`config.mk`:
```
export PLATFORM = sky130hd
export DESIGN_NAME = fast2slow_pulse_tx
export DESIGN_NICKNAME = d
export VERILOG_FILES = /design/src/rtl/fast2slow_pulse_tx_pkg.sv /design/src/rtl/fast2slow_pulse_tx_cdc_bit_sync.sv /design/src/rtl/fast2slow_pulse_tx.sv
export SDC_FILE = /design/constraint.sdc
export NUM_CORES = 1
export LEC_CHECK = 0
export CORE_UTILIZATION = 42
export CTS_CLUSTER_SIZE = 24
export DETAILED_ROUTE_END_ITERATION = 8
export GPL_TIMING_DRIVEN = 0
export PLACE_DENSITY_LB_ADDON = 0.05
export SKIP_CTS_REPAIR_TIMING = 1
export SYNTH_ARGS = -nofsm -noshare
export SYNTH_HDL_FRONTEND = slang
export SYNTH_SLANG_ARGS = --single-unit
```
`constraint.sdc`:
```
create_clock -name clk1 -period 1.57 [get_ports clk1]
set_input_delay 0.314 -clock clk1 [delete_from_list [all_inputs] [get_ports clk1]]
set_output_delay 0.314 -clock clk1 [all_outputs]
set_load 0.01 [all_outputs]
```
`src/rtl/fast2slow_pulse_tx_pkg.sv`:
```
// Shared definitions for the fast-to-slow toggle/ack pulse transmitter and its synchronizer.
package fast2slow_pulse_tx_pkg;

  typedef enum logic {
    ST_IDLE     = 1'b0,
    ST_WAIT_ACK = 1'b1
  } state_t;

  localparam int DEF_SYNC_STAGES = 2;
  localparam int DEF_CNT_W       = 4;

endpackage

```
`src/rtl/fast2slow_pulse_tx_cdc_bit_sync.sv`:
```
// Single-bit multi-flop synchronizer with synchronous reset; output lags input by STAGES edges.
module cdc_bit_sync
  import fast2slow_pulse_tx_pkg::*;
#(
  parameter int STAGES = DEF_SYNC_STAGES
) (
  input  logic clk,
  input  logic reset,
  input  logic d,
  output logic q
);

  logic [STAGES-1:0] chain;

  always_ff @(posedge clk) begin
    if (reset) chain <= '0;
    else       chain <= {chain[STAGES-2:0], d};
  end

  assign q = chain[STAGES-1];

endmodule

```
`src/rtl/fast2slow_pulse_tx.sv`:
```
// Fast-side pulse transmitter: rising edges of in become req toggles, one in flight at a time.
// Zero-latency dispatch when idle; events arriving while busy are counted (saturating, sticky overflow).
module fast2slow_pulse_tx
  import fast2slow_pulse_tx_pkg::*;
#(
  parameter int SYNC_STAGES = DEF_SYNC_STAGES,
  parameter int CNT_W       = DEF_CNT_W
) (
  input  logic             clk1,
  input  logic             reset,
  input  logic             in,
  input  logic             ack_tgl,
  output logic             req_tgl,
  output logic             busy,
  output logic [CNT_W-1:0] pending,
  output logic             ack_pulse,
  output logic             overflow
);

  localparam logic [CNT_W-1:0] CNT_MAX = '1;
  localparam logic [CNT_W-1:0] CNT_ONE = CNT_W'(1);

  state_t           state, state_n;
  logic             in_d;
  logic             evt;
  logic             ack_s;
  logic             req_n, busy_n, ack_pulse_n, overflow_n;
  logic [CNT_W-1:0] pending_n;

  cdc_bit_sync #(.STAGES(SYNC_STAGES)) u_ack_sync (
    .clk   (clk1),
    .reset (reset),
    .d     (ack_tgl),
    .q     (ack_s)
  );

  assign evt = in & ~in_d;

  always_ff @(posedge clk1) begin
    if (reset) begin
      state     <= ST_IDLE;
      in_d      <= 1'b0;
      req_tgl   <= 1'b0;
      busy      <= 1'b0;
      pending   <= '0;
      ack_pulse <= 1'b0;
      overflow  <= 1'b0;
    end else begin
      state     <= state_n;
      in_d      <= in;
      req_tgl   <= req_n;
      busy      <= busy_n;
      pending   <= pending_n;
      ack_pulse <= ack_pulse_n;
      overflow  <= overflow_n;
    end
  end

  always_comb begin
    state_n     = state;
    req_n       = req_tgl;
    busy_n      = busy;
    pending_n   = pending;
    ack_pulse_n = 1'b0;
    overflow_n  = overflow;
    case (state)
      ST_IDLE: begin
        if (evt || (pending != '0)) begin
          state_n = ST_WAIT_ACK;
          req_n   = ~req_tgl;
          busy_n  = 1'b1;
          // Queued events go first; a simultaneous new event takes the freed slot.
          if (pending != '0) pending_n = pending - CNT_ONE + CNT_W'(evt);
        end
      end
      ST_WAIT_ACK: begin
        if (ack_s == req_tgl) begin
          state_n     = ST_IDLE;
          busy_n      = 1'b0;
          ack_pulse_n = 1'b1;
        end
        if (evt) begin
          if (pending == CNT_MAX) overflow_n = 1'b1;
          else                    pending_n  = pending + CNT_ONE;
        end
      end
    endcase
  end

endmodule

```
==> reports/metrics.yaml, run 1 <==
sta:
  final_hold_viol_count: 0
  slew_headroom_pct: 71.6
  slew_viol_final: 0
  fin_crit_sh_pct: 96.7
  setup_viol: 0
  tightest_slew_ns: 0.426
  fin_tns_setup_ns: 0
  layout_min_cycle_time_ns: 1.52
  fin_skew_ns: 0.00160
  worst_hold_slack_ns: 0.393
  timing.fmax_ghz: 0.659
setup_path:
  critical_path_class: "flip-flop to primary output"
  setup.worst_path.start_class: "flip-flop"
  cpMaxStageDelayCell: "clkdlybuf4s50_1"
  arrival_ns: 1.20
  crit_fanout: 7
  reg2reg_to: "pending[2]"
  r2r_cells: 6
  cp_cell_sequence: "clkdlybuf4s50_1"
  cp_num_buf_inv: 1
  rrSetupSlack_ns: 0.07
  cpPeakStageDelay_ns: 0.54
  endpoint_kind: "primary output"
  crit_family: "buffers and inverters"
  reg2reg_from: "pending[0]"
  crit_required_ns: 1.26
clock_tree:
  clockRootBuffer: "clkbuf_4"
  clock_path_buffers: 2
  cts.reportedPaths.clkPinSlew_ns: 0.08
  cts.sinks: 12
  cts_tree: "yes"
  clk_latency_ns: 0.27
  cts_buffers: 3
  h-tree-depth: 1
run_status:
  status: "finished, final reports clean"
logic_synthesis:
  ys.flop_type: "dfxtp_1"
  synth_top_area_share_pct: 43.0
  synth-edff-count: 0
  synth.top_cells.by_area: "dfxtp_1 (43%), ha_1 (8.9%), nor2_1 (4.7%)"
  synth_area_per_cell_um2: 9.48
  syn_inst: 59
  synth_seq_cells: 12
  syn-cell-area_um2: 559
  yosysTopAreaCell: "dfxtp_1"
  syn-num-nets: 67
  ys_types: 23
  async_flop_share_pct: 0
  yosysWarnings: 0
  synth-seq-area-share_pct: 43.0
floorplan:
  core_mm2: 0.00117
  fp-row-count: 12
  die_x_um: 38.5
  initial_core_util_pct: 47.8
  fp.dieH_um: 38.5
  die_area_mm2: 0.00148
  io-pin-count: 12
layout:
  layout_common_cells: "clkdlybuf4s50_1 (9), dfxtp_1 (8), nor2_1 (7)"
  multi_input_area_um2: 324
  stdcell_area_um2: 796
  drive_above_1_share_pct: 26.9
  num_antenna_cells: 0
  regArea_um2: 253
  nFillCells: 93
  nets: 87
  mostFrequentLayoutCell: "clkdlybuf4s50_1"
  area_growth_pct: 42.3
  instances_no_fill: 92
pwr:
  pwr-share-clk_pct: 14.8
  power_mw: 1.66
  leakagePower_nw: 0.334
  powerDensity_mw_per_mm2: 2090
  p_int_mw: 1.07
  peakVddDrop_v: 0.00131
  comb_power_share_pct: 53.4
  swShare_pct: 35.7
  seqPwrFrac_pct: 31.8
  switchingPower_mw: 0.594
worst_hold_path:
  min_path_cells: 2
  hold_path_end: "in_d"
  hold_class: "input pin to flip-flop"
  min_from: "in"
detailed_routing:
  drtIter0Drc: 3
  wl_per_cell_um: 11.6
  dr.pass1.iters: 4
  drc: 0
  ant_nets: 0
  vias: 468
  vias_per_cell: 5.09
  drt_wl_total_mm: 1.06
global_routing:
  grt_pass1_vias: 390
  grt_max_degree: 11
  grt-ovfl-total: 0
  antenna_found_initial: 0
  grt_pass1_wl_mm: 1.68
  grt_use_total_pct: 16.6
place:
  routabilityCongestion: 0.711
  dp.cells: 84
  dp.final_hpwl_um: 702
  portBuffers: 11
  dpl_cell_area_um2: 689
run:
  drv_cap: 0
registers in the layout, summed over array words and instances, names as in the netlist:
| signal | count |
|---|---|
| ack_pulse | 1 |
| state | 1 |
| req_tgl | 1 |
| in_d | 1 |
| pending | 4 |
| overflow | 1 |
| busy | 1 |
| u_ack_sync.chain | 2 |
synthesized netlist by cell type, drive strengths merged (2+ instances only):
cell and number:
dfxtp 12, nor2 7, a21oi 4, ha 4, inv 3, nand2 3
nor2b 3, o21ai 3, a211oi 2, mux2i 2, nor4b 2, or3 2
xnor2 2
stage by stage:
step | util, % | setup slack [ns]
3_5_place_dp | 58.9 | -0.461
5_1_grt | 67.9 | -0.0161
6_report | 67.9 | 0.0519
3_3_place_gp | 58.9 | -0.395
2_1_floorplan | - | 0.0170
4_1_cts | 62.0 | -0.184
layout make-up:
| cell class | count | share of cell area (%) |
|---|---|---|
| multi-input combinational | 42 | 40.7 |
| sequential | 12 | 31.8 |
| timing repair buffer | 15 | 18.2 |
| clock buffer | 4 | 4.56 |
| tap | 14 | 2.20 |
| inverter | 3 | 1.42 |
| buffer | 2 | 1.10 |
worst max path at each step:
stage | depth (start not counted) | end | slack (ns) | startpoint
floorplan | 6 | pending[2] | 0.02 | pending[0]
global placement | 7 | pending[3] | -0.39 | in
detailed placement | 7 | pending[3] | -0.46 | in
CTS | 7 | pending[3] | -0.18 | in
global route | 6 | pending[3] | -0.02 | in_d
finish | 1 | pending[2] | 0.05 | pending[2]
power groups by stage:
stage	clock network (mW)	logic (mW)	registers [mW]
after floorplan	0	0.460	0.529
after global routing	0.269	0.978	0.544
after global placement	0	0.710	0.507
after CTS	0.254	0.719	0.506
after detailed placement	0	0.712	0.513
final	0.247	0.888	0.528
cells by family after synthesis:
family | share of synthesized area (%)
and+or+nand+nor | 23.0
AOI/OAI and AO/OA | 14.8
DFF | 43.0
buffers and inverters | 3.58
adders and majority gates | 8.95
xor gates and xnor gates | 3.13
muxes | 3.58
per-layer routing:
layer | wire length, um | vias up | global-route usage [%] | share of wire (%)
met5 | 0 | - | 0 | 0
li1 | - | 244 | - | -
met2 | 491 | 10 | 21.7 | 46
met3 | 32 | 0 | 3.49 | 3.0
met1 | 539 | 214 | 25.1 | 51
met4 | 0 | 0 | 7.76 | 0
Power figures use the tool's default switching activity.
==> run 2, diff against run 1 <==
- CAP_MARGIN: unset -> 25
- SLEW_MARGIN: unset -> 20
==> results of run 2 <==
The final DEF is identical to that of run 1; final timing and power are the same.
==> run 3, diff against run 2 <==
- CORE_MARGIN: unset -> 1.5
- SLEW_MARGIN: 20 -> unset
==> reports/metrics.yaml, run 3 (same netlist as run 1, synthesis figures left out) <==
setup_path:
  cp_cell_sequence: "inv_2 > ha_4 > nor3b_4 > o22a_4 > or3_1 > a21oi_1"
  cpPeakStageDelay_ns: 0.38
  critical_path_class: "flip-flop to flip-flop"
  setup.worst_path.start_class: "flip-flop"
  crit_family: "simple AND/OR/NAND/NOR gates"
  crit_fanout: 6
  cp_num_buf_inv: 1
  arrival_ns: 1.74
  cpMaxStageDelayCell: "dfxtp_4"
  reg2reg_to: "pending[3]"
  endpoint_kind: "flip-flop"
  rrSetupSlack_ns: 0.02
  reg2reg_from: "pending[0]"
  crit_required_ns: 1.76
  r2r_cells: 6
global_routing:
  grt_use_total_pct: 16.8
  antenna_found_initial: 0
  grt_pass1_wl_mm: 1.68
  grt_pass1_vias: 402
  grt-ovfl-total: 0
  grt_max_degree: 11
pwr:
  leakagePower_nw: 0.336
  power_mw: 1.70
  powerDensity_mw_per_mm2: 2090
  peakVddDrop_v: 0.00107
sta:
  final_hold_viol_count: 0
  tightest_slew_ns: 0.498
  timing.final.ws_setup_ns: 0.0244
  slew_headroom_pct: 66.8
  slew_viol_final: 0
  layout_min_cycle_time_ns: 1.55
  setup_viol: 0
  rsz0062_at_grt: "yes"
  fin_crit_sh_pct: 98.4
  timing.fmax_ghz: 0.647
  fin_skew_ns: 0.00703
place:
  dp.final_hpwl_um: 703
  routabilityCongestion: 0.724
  portBuffers: 11
  preCtsSetupSlack_ns: -0.451
run:
  drv_cap: 0
clock_tree:
  clock_path_buffers: 2
  cts_buffers: 3
  clockRootBuffer: "clkbuf_4"
  cts.reportedPaths.clkPinSlew_ns: 0.08
  cts.sinks: 12
  clk_latency_ns: 0.27
  cts_tree: "yes"
  h-tree-depth: 1
floorplan:
  die_x_um: 39.5
  die_area_mm2: 0.00156
  core_mm2: 0.00117
  initial_core_util_pct: 47.8
  io-pin-count: 12
  fp-row-count: 12
  fp.dieH_um: 39.5
detailed_routing:
  drc: 0
  dr.pass1.iters: 3
  vias_per_cell: 5.23
  ant_nets: 0
  wl_per_cell_um: 12.1
  vias: 481
  drt_wl_total_mm: 1.11
  drtIter0Drc: 2
layout:
  mostFrequentLayoutCell: "clkdlybuf4s50_1"
  area_growth_pct: 45.6
  num_antenna_cells: 0
  top_register: "pending"
  drive_above_1_share_pct: 30.8
  multi_input_area_um2: 343
  nets: 87
  postLayoutCoreUtil_pct: 69.6
  reg_top3: "pending x4, u_ack_sync.chain x2"
  largest_register_ffs: 4
  regArea_um2: 253
  nFillCells: 89
  layout_common_cells: "clkdlybuf4s50_1 (9), dfxtp_1 (8), nor2_1 (7)"
worst_hold_path:
  min_path_cells: 2
  min_from: "in"
  hold_path_end: "in_d"
  hold_class: "input pin to flip-flop"
run_status:
  status: "finished, final reports clean"
-- run 3: cell counts in the layout (fill, tap and decap cells not counted) --
No cell type changed its count.
-- run 3: worst max-delay path by stage --
stage | from | to | slack (ns) | cells past startpoint
after global placement | in | pending[3] | -0.39 | 7
after floorplan | pending[0] | pending[2] | 0.02 | 6
after CTS | in | pending[3] | -0.18 | 7
after detailed placement | in | pending[3] | -0.45 | 7
final | pending[0] | pending[3] | 0.02 | 6
after global routing | pending[0] | pending[3] | -0.01 | 6
-- run 3: per-layer routing --
metal / track usage (%) / wire length (um)
met1: 19.5 / 539
met2: 25.4 / 512
met3: 10.2 / 59
met4: 5.17 / 0
met5: 0 / 0
-- run 3: report_power, final --
part	internal, mW	total, mW	switching [mW]
registers	0.419	0.535	0.116
clock network	0.141	0.240	0.0992
logic	0.534	0.929	0.395
total	1.09	1.70	0.611
-- run 3: stage by stage --
step                      hold WS (ns)  setup TNS (ns)  area (um2)  std cells
after floorplan                  0.386               0         562         59
after global placement           0.420           -1.01         689         84
after detailed placement         0.435           -1.18         689         84
after CTS                        0.457          -0.288         726         88
after global routing             0.402        -0.00957         815         92
final                            0.394               0         815         92
-- run 3: layout make-up --
type / instances / share of cell area [%]
Inverter: 3 / 1.38
Timing Repair Buffer: 15 / 17.8
Tap cell: 14 / 2.15
Sequential cell: 12 / 31.0
Buffer: 2 / 1.08
Multi-Input combinational cell: 42 / 42.1
Clock buffer: 4 / 4.45
